[src/rtl/ili9341_spi_rx_if.sv]
// SPI bus plus decoded byte/pixel streams of the ILI9341 receive model.
// master = bus driver/observer (bench), slave = ili9341_spi_rx.
interface ili9341_spi_rx_if #(parameter int COORD_W = 9);
  logic               spi_sclk;
  logic               spi_cs;
  logic               spi_dc;
  logic               spi_mosi;
  logic               byte_valid;
  logic [7:0]         byte_data;
  logic               byte_dc;
  logic               pixel_valid;
  logic [15:0]        pixel_data;
  logic [COORD_W-1:0] pixel_x;
  logic [COORD_W-1:0] pixel_y;

  modport master (
    output spi_sclk, spi_cs, spi_dc, spi_mosi,
    input  byte_valid, byte_data, byte_dc, pixel_valid, pixel_data, pixel_x, pixel_y
  );

  modport slave (
    input  spi_sclk, spi_cs, spi_dc, spi_mosi,
    output byte_valid, byte_data, byte_dc, pixel_valid, pixel_data, pixel_x, pixel_y
  );
endinterface

[src/rtl/ili9341_spi_rx.sv]
// ILI9341 4-wire SPI receiver: oversampled bit capture, command decoder, pixel cursor.
// Optional ILI9341_RX_STATS_EN adds saturating cmd_count / abort_count outputs.
module ili9341_spi_rx #(
  parameter int WIDTH       = 240,
  parameter int HEIGHT      = 320,
  parameter int COORD_W     = 9,
  parameter int SYNC_STAGES = 2
) (
  input  logic               clk,
  input  logic               rst,
  ili9341_spi_rx_if.slave    bus,
  output logic [COORD_W-1:0] col_start,
  output logic [COORD_W-1:0] col_end,
  output logic [COORD_W-1:0] page_start,
  output logic [COORD_W-1:0] page_end,
  output logic [7:0]         madctl,
  output logic [7:0]         colmod,
  output logic               sleep_out,
  output logic               display_on,
  output logic               cmd_err
`ifdef ILI9341_RX_STATS_EN
  ,
  output logic [15:0]        cmd_count,
  output logic [15:0]        abort_count
`endif
);

  // state    | meaning
  // IDLE     | no command pending, data bytes ignored
  // CASET_P  | collecting column window params SH SL EH EL
  // PASET_P  | collecting page window params SH SL EH EL
  // RAMWR    | pairing data bytes into RGB565 pixels
  // MADCTL_P | next data byte is madctl
  // COLMOD_P | next data byte is colmod
  // SKIP     | ignore data until next command
  typedef enum logic [2:0] {IDLE, CASET_P, PASET_P, RAMWR, MADCTL_P, COLMOD_P, SKIP} state_t;

  localparam logic [15:0]        WIDTH16  = 16'(WIDTH);
  localparam logic [15:0]        HEIGHT16 = 16'(HEIGHT);
  localparam logic [COORD_W-1:0] COL_LAST = COORD_W'(WIDTH - 1);
  localparam logic [COORD_W-1:0] ROW_LAST = COORD_W'(HEIGHT - 1);

  logic [SYNC_STAGES-1:0] sclk_sr, cs_sr, dc_sr, mosi_sr;
  logic                   sclk_q;
  logic [2:0]             bit_cnt;
  logic [6:0]             shift;
  logic                   sclk_s, cs_s, dc_s, mosi_s, rise;

  assign sclk_s = sclk_sr[SYNC_STAGES-1];
  assign cs_s   = cs_sr[SYNC_STAGES-1];
  assign dc_s   = dc_sr[SYNC_STAGES-1];
  assign mosi_s = mosi_sr[SYNC_STAGES-1];
  assign rise   = sclk_s & ~sclk_q;

  // cs synchroniser resets to idle-high so a reset never fakes a selected bus
  always_ff @(posedge clk or posedge rst) begin
    if (rst) begin
      sclk_sr        <= '0;
      cs_sr          <= '1;
      dc_sr          <= '0;
      mosi_sr        <= '0;
      sclk_q         <= 1'b0;
      bit_cnt        <= '0;
      shift          <= '0;
      bus.byte_valid <= 1'b0;
      bus.byte_data  <= '0;
      bus.byte_dc    <= 1'b0;
    end else begin
      sclk_sr        <= {sclk_sr[SYNC_STAGES-2:0], bus.spi_sclk};
      cs_sr          <= {cs_sr[SYNC_STAGES-2:0], bus.spi_cs};
      dc_sr          <= {dc_sr[SYNC_STAGES-2:0], bus.spi_dc};
      mosi_sr        <= {mosi_sr[SYNC_STAGES-2:0], bus.spi_mosi};
      sclk_q         <= sclk_s;
      bus.byte_valid <= 1'b0;
      if (cs_s) begin
        bit_cnt <= '0;
      end else if (rise) begin
        shift   <= {shift[5:0], mosi_s};
        bit_cnt <= bit_cnt + 3'd1;
        if (bit_cnt == 3'd7) begin
          bus.byte_valid <= 1'b1;
          bus.byte_data  <= {shift, mosi_s};
          bus.byte_dc    <= dc_s;
        end
      end
    end
  end

  state_t             state;
  logic [1:0]         pcnt;
  logic [7:0]         sh, sl, eh, hi;
  logic               odd;
  logic [COORD_W-1:0] cur_x, cur_y;
  logic [15:0]        par_start, par_end;
  logic               col_ok, row_ok;

  always_comb begin
    par_start = {sh, sl};
    par_end   = {eh, bus.byte_data};
    col_ok    = (par_start <= par_end) && (par_end < WIDTH16);
    row_ok    = (par_start <= par_end) && (par_end < HEIGHT16);
  end

  always_ff @(posedge clk or posedge rst) begin
    if (rst) begin
      state           <= IDLE;
      pcnt            <= '0;
      sh              <= '0;
      sl              <= '0;
      eh              <= '0;
      hi              <= '0;
      odd             <= 1'b0;
      cur_x           <= '0;
      cur_y           <= '0;
      col_start       <= '0;
      col_end         <= COL_LAST;
      page_start      <= '0;
      page_end        <= ROW_LAST;
      madctl          <= 8'h00;
      colmod          <= 8'h66;
      sleep_out       <= 1'b0;
      display_on      <= 1'b0;
      cmd_err         <= 1'b0;
      bus.pixel_valid <= 1'b0;
      bus.pixel_data  <= '0;
      bus.pixel_x     <= '0;
      bus.pixel_y     <= '0;
    end else begin
      bus.pixel_valid <= 1'b0;
      cmd_err         <= 1'b0;
      if (bus.byte_valid && !bus.byte_dc) begin
        pcnt <= '0;
        odd  <= 1'b0;
        case (bus.byte_data)
          8'h2A: state <= CASET_P;
          8'h2B: state <= PASET_P;
          8'h2C: begin state <= RAMWR; cur_x <= col_start; cur_y <= page_start; end
          8'h36: state <= MADCTL_P;
          8'h3A: state <= COLMOD_P;
          8'h11: begin sleep_out  <= 1'b1; state <= IDLE; end
          8'h10: begin sleep_out  <= 1'b0; state <= IDLE; end
          8'h29: begin display_on <= 1'b1; state <= IDLE; end
          8'h28: begin display_on <= 1'b0; state <= IDLE; end
          8'h01: begin
            state          <= IDLE;
            cur_x          <= '0;
            cur_y          <= '0;
            col_start      <= '0;
            col_end        <= COL_LAST;
            page_start     <= '0;
            page_end       <= ROW_LAST;
            madctl         <= 8'h00;
            colmod         <= 8'h66;
            sleep_out      <= 1'b0;
            display_on     <= 1'b0;
            bus.pixel_data <= '0;
            bus.pixel_x    <= '0;
            bus.pixel_y    <= '0;
          end
          8'h00:   state <= IDLE;
          default: state <= SKIP;
        endcase
      end else if (bus.byte_valid) begin
        case (state)
          CASET_P, PASET_P: begin
            pcnt <= pcnt + 2'd1;
            case (pcnt)
              2'd0: sh <= bus.byte_data;
              2'd1: sl <= bus.byte_data;
              2'd2: eh <= bus.byte_data;
              default: begin
                state <= SKIP;
                if (state == CASET_P) begin
                  if (col_ok) begin
                    col_start <= COORD_W'(par_start);
                    col_end   <= COORD_W'(par_end);
                  end else cmd_err <= 1'b1;
                end else begin
                  if (row_ok) begin
                    page_start <= COORD_W'(par_start);
                    page_end   <= COORD_W'(par_end);
                  end else cmd_err <= 1'b1;
                end
              end
            endcase
          end
          MADCTL_P: begin madctl <= bus.byte_data; state <= SKIP; end
          COLMOD_P: begin colmod <= bus.byte_data; state <= SKIP; end
          RAMWR: begin
            if (!odd) begin
              hi  <= bus.byte_data;
              odd <= 1'b1;
            end else begin
              odd             <= 1'b0;
              bus.pixel_valid <= 1'b1;
              bus.pixel_data  <= {hi, bus.byte_data};
              bus.pixel_x     <= cur_x;
              bus.pixel_y     <= cur_y;
              // advance row-major inside the window, wrapping at the bottom-right corner
              if (cur_x == col_end) begin
                cur_x <= col_start;
                cur_y <= (cur_y == page_end) ? page_start : cur_y + 1'b1;
              end else begin
                cur_x <= cur_x + 1'b1;
              end
            end
          end
          default: ;
        endcase
      end
    end
  end

`ifdef ILI9341_RX_STATS_EN
  always_ff @(posedge clk or posedge rst) begin
    if (rst) begin
      cmd_count   <= '0;
      abort_count <= '0;
    end else begin
      if (bus.byte_valid && !bus.byte_dc && cmd_count != 16'hFFFF)
        cmd_count <= cmd_count + 16'd1;
      if (cs_s && bit_cnt != 3'd0 && abort_count != 16'hFFFF)
        abort_count <= abort_count + 16'd1;
    end
  end
`endif

endmodule

[src/flat_wrapper.sv]
// flat-port wrapper written by rule: the top's interface ports become plain ports
module ili9341_spi_rx_flat 
#(
  parameter int WIDTH       = 240,
  parameter int HEIGHT      = 320,
  parameter int COORD_W     = 9,
  parameter int SYNC_STAGES = 2
)
  (clk, rst, col_start, col_end, page_start, page_end, madctl, colmod, sleep_out, display_on, cmd_err, bus_spi_sclk, bus_spi_cs, bus_spi_dc, bus_spi_mosi, bus_byte_valid, bus_byte_data, bus_byte_dc, bus_pixel_valid, bus_pixel_data, bus_pixel_x, bus_pixel_y);
  ili9341_spi_rx_if #(.COORD_W(COORD_W)) bus_i ();
  input  logic clk;
  input  logic rst;
  output logic [COORD_W-1:0] col_start;
  output logic [COORD_W-1:0] col_end;
  output logic [COORD_W-1:0] page_start;
  output logic [COORD_W-1:0] page_end;
  output logic [7:0] madctl;
  output logic [7:0] colmod;
  output logic sleep_out;
  output logic display_on;
  output logic cmd_err;
  input wire logic [$bits(bus_i.spi_sclk)-1:0] bus_spi_sclk;
  input wire logic [$bits(bus_i.spi_cs)-1:0] bus_spi_cs;
  input wire logic [$bits(bus_i.spi_dc)-1:0] bus_spi_dc;
  input wire logic [$bits(bus_i.spi_mosi)-1:0] bus_spi_mosi;
  output wire logic [$bits(bus_i.byte_valid)-1:0] bus_byte_valid;
  output wire logic [$bits(bus_i.byte_data)-1:0] bus_byte_data;
  output wire logic [$bits(bus_i.byte_dc)-1:0] bus_byte_dc;
  output wire logic [$bits(bus_i.pixel_valid)-1:0] bus_pixel_valid;
  output wire logic [$bits(bus_i.pixel_data)-1:0] bus_pixel_data;
  output wire logic [$bits(bus_i.pixel_x)-1:0] bus_pixel_x;
  output wire logic [$bits(bus_i.pixel_y)-1:0] bus_pixel_y;
  assign bus_i.spi_sclk = bus_spi_sclk;
  assign bus_i.spi_cs = bus_spi_cs;
  assign bus_i.spi_dc = bus_spi_dc;
  assign bus_i.spi_mosi = bus_spi_mosi;
  assign bus_byte_valid = bus_i.byte_valid;
  assign bus_byte_data = bus_i.byte_data;
  assign bus_byte_dc = bus_i.byte_dc;
  assign bus_pixel_valid = bus_i.pixel_valid;
  assign bus_pixel_data = bus_i.pixel_data;
  assign bus_pixel_x = bus_i.pixel_x;
  assign bus_pixel_y = bus_i.pixel_y;
  ili9341_spi_rx #(.WIDTH(WIDTH), .HEIGHT(HEIGHT), .COORD_W(COORD_W), .SYNC_STAGES(SYNC_STAGES)) u_core (.clk(clk), .rst(rst), .bus(bus_i), .col_start(col_start), .col_end(col_end), .page_start(page_start), .page_end(page_end), .madctl(madctl), .colmod(colmod), .sleep_out(sleep_out), .display_on(display_on), .cmd_err(cmd_err));
endmodule
[config.mk]
export PLATFORM = sky130hd
export DESIGN_NAME = ili9341_spi_rx_flat
export DESIGN_NICKNAME = d
export VERILOG_FILES = /design/src/rtl/ili9341_spi_rx_if.sv /design/src/rtl/ili9341_spi_rx.sv /design/src/flat_wrapper.sv
export SDC_FILE = /design/constraint.sdc
export NUM_CORES = 1
export LEC_CHECK = 0
export ABC_AREA = 1
export ABC_CLOCK_PERIOD_IN_PS = 17200
export CAP_MARGIN = 20
export CORE_MARGIN = 2
export CORE_UTILIZATION = 55
export CTS_CLUSTER_SIZE = 20
export DETAILED_ROUTE_END_ITERATION = 8
export HOLD_SLACK_MARGIN = 0.06
export PLACE_DENSITY_LB_ADDON = 0.05
export REMOVE_ABC_BUFFERS = 1
export SETUP_SLACK_MARGIN = 0.4
export SLEW_MARGIN = 0
export SYNTH_ARGS = -nofsm -noshare
export SYNTH_HDL_FRONTEND = slang
export SYNTH_SLANG_ARGS = --single-unit
[constraint.sdc]
create_clock -name clk -period 17.2 [get_ports clk]
set_input_delay 3.44 -clock clk [delete_from_list [all_inputs] [get_ports clk]]
set_output_delay 3.44 -clock clk [all_outputs]
set_load 0.1 [all_outputs]
==> flow_summary.ini, run 1 <==
[status]
status = completed

[drt]
antenna_left = 0
avgViaCountPerCell = 5.40
drtIter0Drc = 568
drc = 0
vias = 7109
avgRoutedWirePerCell_um = 15.9
dr.pass1.iters = 6
routed_wl_mm = 20.9

[setup_path]
endpoint_kind = output port
path_cells = clkdlybuf4s50_1
startpoint_type = flip-flop
worst-path-buf-inv = 1
critical_path.slowest_cell = clkdlybuf4s50_1
crit_required_ps = 13760
crit_family = buffers and inverters
worstPathMaxFanout = 7
crit_arrival_ps = 2120
crit_type = reg -> out
critPathMaxStageDelay_ps = 1190

[yosys]
yosysWarnings = 0
yosys-top-cells-area = dfrtp_1 (46%), nand2_1 (13%), o21ai_0 (7.5%), dfstp_2 (6.2%), nand3_1 (5.1%)
synthArstFlopShare_pct = 100
yosys.area.top_type = dfrtp_1
yosysUniqueCellTypes = 38
yosys-top-cells-count = nand2_1 (296), dfrtp_1 (155), o21ai_0 (126)
synthFlopType = dfrtp_1
synthCells = 1022
ys_ff_latch = 175
synth_area_per_cell_um2 = 8.27
post_synth_instance_area_mm2 = 0.00845
synth.most_common_cell = nand2_1
yosysTopAreaCellShare_pct = 45.9
synth_seq_area_share_pct = 52.1
synth_edf_count = 0

[cts]
clock_latency_ps = 430
cts_root_buf = clkbuf_16
clockBufferDepth = 2
cts_tree = yes
cts_setup_buffers = 0
cts_resized = 0
cts_hold_buffers = 0
htreeDepth = 4
cts_sinks = 175
cts_made_buffers = 17
clk_pin_slew_ps = 60

[worst_hold_path]
hold_path.class = reg -> reg

[sta]
maxSlewViolCount = 0
rsz0062_at_grt = false
fin_crit_ps = 5560
slew_headroom_pct = 32.0
period_share_pct = 32.3
setup_viol = 0
clock_skew_ps = 5.44
finalHoldViolCount = 0
max_freq_mhz = 180
setup_tns_ps = 0
worstMarginPinSlew_ps = 1020

[global_routing]
grt_pass1_vias = 6724
grt_usage_pct = 27.1
grt_start_max_net_pins = 102
grt_overflow_total = 0
grt_pass1_wl_mm = 34.4
antenna_found_initial = 0

[power]
irDropWorstVdd_uv = 65.7
p_leak_uw = 0.00497
power_uw = 798
power_density_mw_per_mm2 = 78.5

[floorplanning]
design.core.area_mm2 = 0.0151
start_util_pct = 56.0
die_area_mm2 = 0.0164
io-pin-count = 106
chipHeight_um = 128
die_x_um = 128
rows = 45

[cells_and_area]
fin_nets = 1145
antenna_cells = 0
drive_gt1_share_pct = 7.62
syn2layout_area_growth_pct = 20.3

[place]
dp_hpwl_mm = 14.1
numPortBuffers = 105
gp_congestion = 0.881

[run]
cap_viol_max_count = 0
## per-layer routing
| layer | wire [um] | GRT usage (%) | vias to the layer above |
|---|---|---|---|
| met5 | 0 | 0 | - |
| met4 | 459 | 9.70 | 0 |
| met2 | 9820 | 42.5 | 220 |
| met1 | 9540 | 38.3 | 3403 |
| li1 | - | - | 3453 |
| met3 | 1120 | 4.88 | 33 |
## power breakdown
group | internal (uW) | total [uW] | switching (uW)
Sequential | 417 | 419 | 2.19
Combinational | 2.96 | 14.2 | 11.3
Clock | 199 | 364 | 165
Total | 619 | 798 | 179
## cell type report
class | count | area [um2]
fill | 1315 | 4930
sequential | 175 | 4400
multi-input combinational | 695 | 3440
timing repair buffer | 111 | 1100
inverter | 115 | 437
clock buffer | 19 | 433
tap | 188 | 235
clock inverter | 13 | 116
## flip-flops by register name, indices dropped and copies added (netlist names), 9 cells and up
name                   cells
u_core.cur_y               9
u_core.bus.pixel_x         9
u_core.bus.pixel_y         9
u_core.col_start           9
u_core.col_end             9
u_core.page_end            9
u_core.cur_x               9
u_core.bus.pixel_data     16
u_core.page_start          9
## logic make-up after synthesis
group                    after synthesis  share of synthesized area, %
adder cells (fa/ha/maj)               24                          3.55
AND/OR/NAND/NOR                      486                          24.3
AO/OA/AOI/OAI                        158                          9.97
XOR/XNOR                              27                          2.80
flip-flops                           175                          52.1
buffers and inverters                152                          7.29
## cells in the final DEF, fill, tap and decap left out, types with 15 or more instances in the layout
cell type        instances
nand3_1                 86
xor2_1                  16
nand2_1                296
o21ai_0                126
dfrtp_1                155
dfstp_2                 20
clkbuf_16               17
clkdlybuf4s50_1        105
nor2_1                  66
a21oi_1                 15
ha_1                    24
inv_1                  104
## stage by stage
step	hold WS, ps	util [%]	std cells	instance area (um2)	setup slack (ps)
global route	356	67.3	1316	10200	11580
global placement	332	63.7	1284	9610	11600
CTS	353	67.3	1316	10200	11610
detailed placement	338	63.7	1284	9610	11570
floorplan	331	-	985	8270	9050
finish	351	67.3	1316	10200	11640
## worst paths after layout
path	cells past startpoint	end	from	slack, ps
setup / recovery	1	bus_byte_data[4]	u_core.bus.byte_data[4]$_DFFE_PP0P_	11640
hold / removal	0	u_core.sclk_sr[1]$_DFF_PP0_	u_core.sclk_sr[0]$_DFF_PP0_	350
setup reg to reg	14	u_core.page_start[5]$_DFFE_PP0P_	u_core.bus.byte_data[4]$_DFFE_PP0P_	13940
hold reg to reg	0	u_core.sclk_sr[1]$_DFF_PP0_	u_core.sclk_sr[0]$_DFF_PP0_	350
max in group asynchronous	3	u_core.cur_y[8]$_DFFE_PP0P_	rst	12190
min in group asynchronous	2	u_core.madctl[3]$_DFFE_PP0P_	rst	3550
(Power assumes the default switching activity.)
==> run 2: changes to the inputs <==
--- a/config.mk
+++ b/config.mk
@@ -6,10 +6,10 @@
 export NUM_CORES = 1
 export LEC_CHECK = 0
 export ABC_AREA = 1
-export ABC_CLOCK_PERIOD_IN_PS = 17200
+export ABC_CLOCK_PERIOD_IN_PS = 4800
 export CAP_MARGIN = 20
 export CORE_MARGIN = 2
-export CORE_UTILIZATION = 55
+export CORE_UTILIZATION = 50
 export CTS_CLUSTER_SIZE = 20
 export DETAILED_ROUTE_END_ITERATION = 8
 export HOLD_SLACK_MARGIN = 0.06
==> constraint.sdc (replaced) <==
create_clock -name clk -period 4.8 [get_ports clk]
set_input_delay 0.96 -clock clk [delete_from_list [all_inputs] [get_ports clk]]
set_output_delay 0.96 -clock clk [all_outputs]
set_load 0.1 [all_outputs]
==> run 2 against run 1 <==
- sequential power increased to 3.6 times the previous value
- largest power group unchanged
- via count decreased by 2.1%
- clock-buffer cell count down 1
- cell count grew 2.6%
- power rose to 3.6 times the previous value
- setup slack lost 9900 ps
- non-clock buffer count grew 2
- combinational power grew to 3.9 times the previous value
- global-route usage is 2.3 points lower
- worst hold slack worse by 0.83 ps
- die area is 9.7% higher
==> flow_summary.ini, run 2 (same netlist as run 1, synthesis figures left out) <==
[status]
status = completed

[global_routing]
grt_start_max_net_pins = 88
grt_overflow_total = 0
grt_pass1_wl_mm = 34.7
grt_usage_pct = 24.8
grt_pass1_vias = 6525
antenna_found_initial = 0

[power]
p_leak_uw = 0.00500
power_density_mw_per_mm2 = 278
power_frac_clock_pct = 45.3
p_comb_share_pct = 2.0
p_int_uw = 2190
irDropWorstVdd_uv = 238
p_switching_uw = 655
pwr-share-seq_pct = 52.8
sw_frac_of_total_pct = 23.0

[drt]
drc = 0
routed_wl_mm = 21.3
antenna_left = 0
drtIter0Drc = 521
vias = 6961
dr.pass1.iters = 5
avgRoutedWirePerCell_um = 15.8
avgViaCountPerCell = 5.16

[sta]
setup_tns_ps = 0
slew_headroom_pct = 31.8
rsz0062_at_grt = false
fin_ws_ps = 1690
setup_viol = 0
fin_hold_ws_ps = 350
maxSlewViolCount = 0
finalHoldViolCount = 0
max_freq_mhz = 322
worstMarginPinSlew_ps = 1020
clock_skew_ps = 9.76
period_share_pct = 64.8
fin_crit_ps = 3110

[cts]
cts_setup_buffers = 0
clockBufferDepth = 2
htreeDepth = 4
clock_latency_ps = 430
cts_made_buffers = 17
cts_sinks = 175
clk_pin_slew_ps = 70
cts_tree = yes
cts_hold_buffers = 0
cts_root_buf = clkbuf_16
cts_resized = 0

[cells_and_area]
syn2layout_area_growth_pct = 21.2
drive_gt1_share_pct = 7.96
layout_common_cells = nand2_1 (296), dfrtp_1 (155), o21ai_0 (126), clkdlybuf4s50_1 (105), inv_1 (104)
layout_commonest_cell = nand2_1
antenna_cells = 0
fillers = 1484
final_cells = 1350
fin_nets = 1147
fin_util_pct = 62.0
top_register = u_core.bus.pixel_data
largest_reg_flops = 16

[setup_path]
worst-path-buf-inv = 1
path_cells = clkdlybuf4s50_1
crit_required_ps = 3840
startpoint_type = flip-flop
critical_path.slowest_cell = clkdlybuf4s50_1
crit_arrival_ps = 2150
endpoint_kind = output port
crit_type = reg -> out
crit_family = buffers and inverters
critPathMaxStageDelay_ps = 1200
worstPathMaxFanout = 7

[floorplanning]
die_area_mm2 = 0.0180
start_util_pct = 51.1
die_x_um = 134
rows = 47
design.core.area_mm2 = 0.0165
chipHeight_um = 134
io-pin-count = 106

[place]
gp_congestion = 0.874
pre_cts_ws_ps = 1940
dp_hpwl_mm = 15.0
dp.cells = 1318
numPortBuffers = 105

[worst_hold_path]
hold_path.class = reg -> reg

[run]
cap_viol_max_count = 0
[run 2: cell types whose count changed in the layout (fill, tap and decap cells not counted)]
cell	change
clkinvlp_4	-3
inv_6	+3
buf_12	+2
clkbuf_1	-2
bufinv_16	-1
clkbuf_8	+1
clkinv_2	+1
inv_8	+1
[run 2: layout make-up]
class	count	area, um2	share of cell area, %
sequential	175	4400	43.0
multi-input combinational	695	3440	33.6
timing repair buffer	113	1140	11.1
clock buffer	18	439	4.29
inverter	115	437	4.27
tap	220	275	2.69
clock inverter	14	106	1.04
[run 2: power groups by stage]
stage          combinational (uW)  sequential (uW)  clock [uW]
2_1_floorplan                35.4             1530           0
3_3_place_gp                 57.3             1530           0
3_5_place_dp                 58.1             1530           0
4_1_cts                      59.0             1500        1310
5_1_grt                      67.1             1500        1380
6_report                     55.5             1500        1290
[run 2: final timing paths]
kind | start | end | depth (start not counted) | slack, ps
max in group asynchronous | rst | u_core.page_end[0]$_DFFE_PP1P_ | 3 | 2930
setup / recovery | u_core.bus.byte_data[2]$_DFFE_PP0P_ | bus_byte_data[2] | 1 | 1690
min in group asynchronous | rst | u_core.madctl[3]$_DFFE_PP0P_ | 2 | 1070
hold reg to reg | u_core.sclk_sr[0]$_DFF_PP0_ | u_core.sclk_sr[1]$_DFF_PP0_ | 0 | 350
hold / removal | u_core.sclk_sr[0]$_DFF_PP0_ | u_core.sclk_sr[1]$_DFF_PP0_ | 0 | 350
setup reg to reg | u_core.bus.byte_data[4]$_DFFE_PP0P_ | u_core.page_start[5]$_DFFE_PP0P_ | 14 | 1840
[run 2: per-layer routing]
layer	global-route usage [%]	vias to the layer above	share of wire (%)
met3	3.67	26	4.8
met4	7.80	0	1.8
li1	-	3464	-
met5	0	-	0
met2	38.4	178	46
met1	36.4	3293	47
[run 2: metrics by stage]
stage               area [um2]  power, uW
finish                   10200       2850
global route             10200       2940
CTS                      10200       2870
detailed placement        9690       1590
global placement          9690       1590
floorplan                 8270       1560
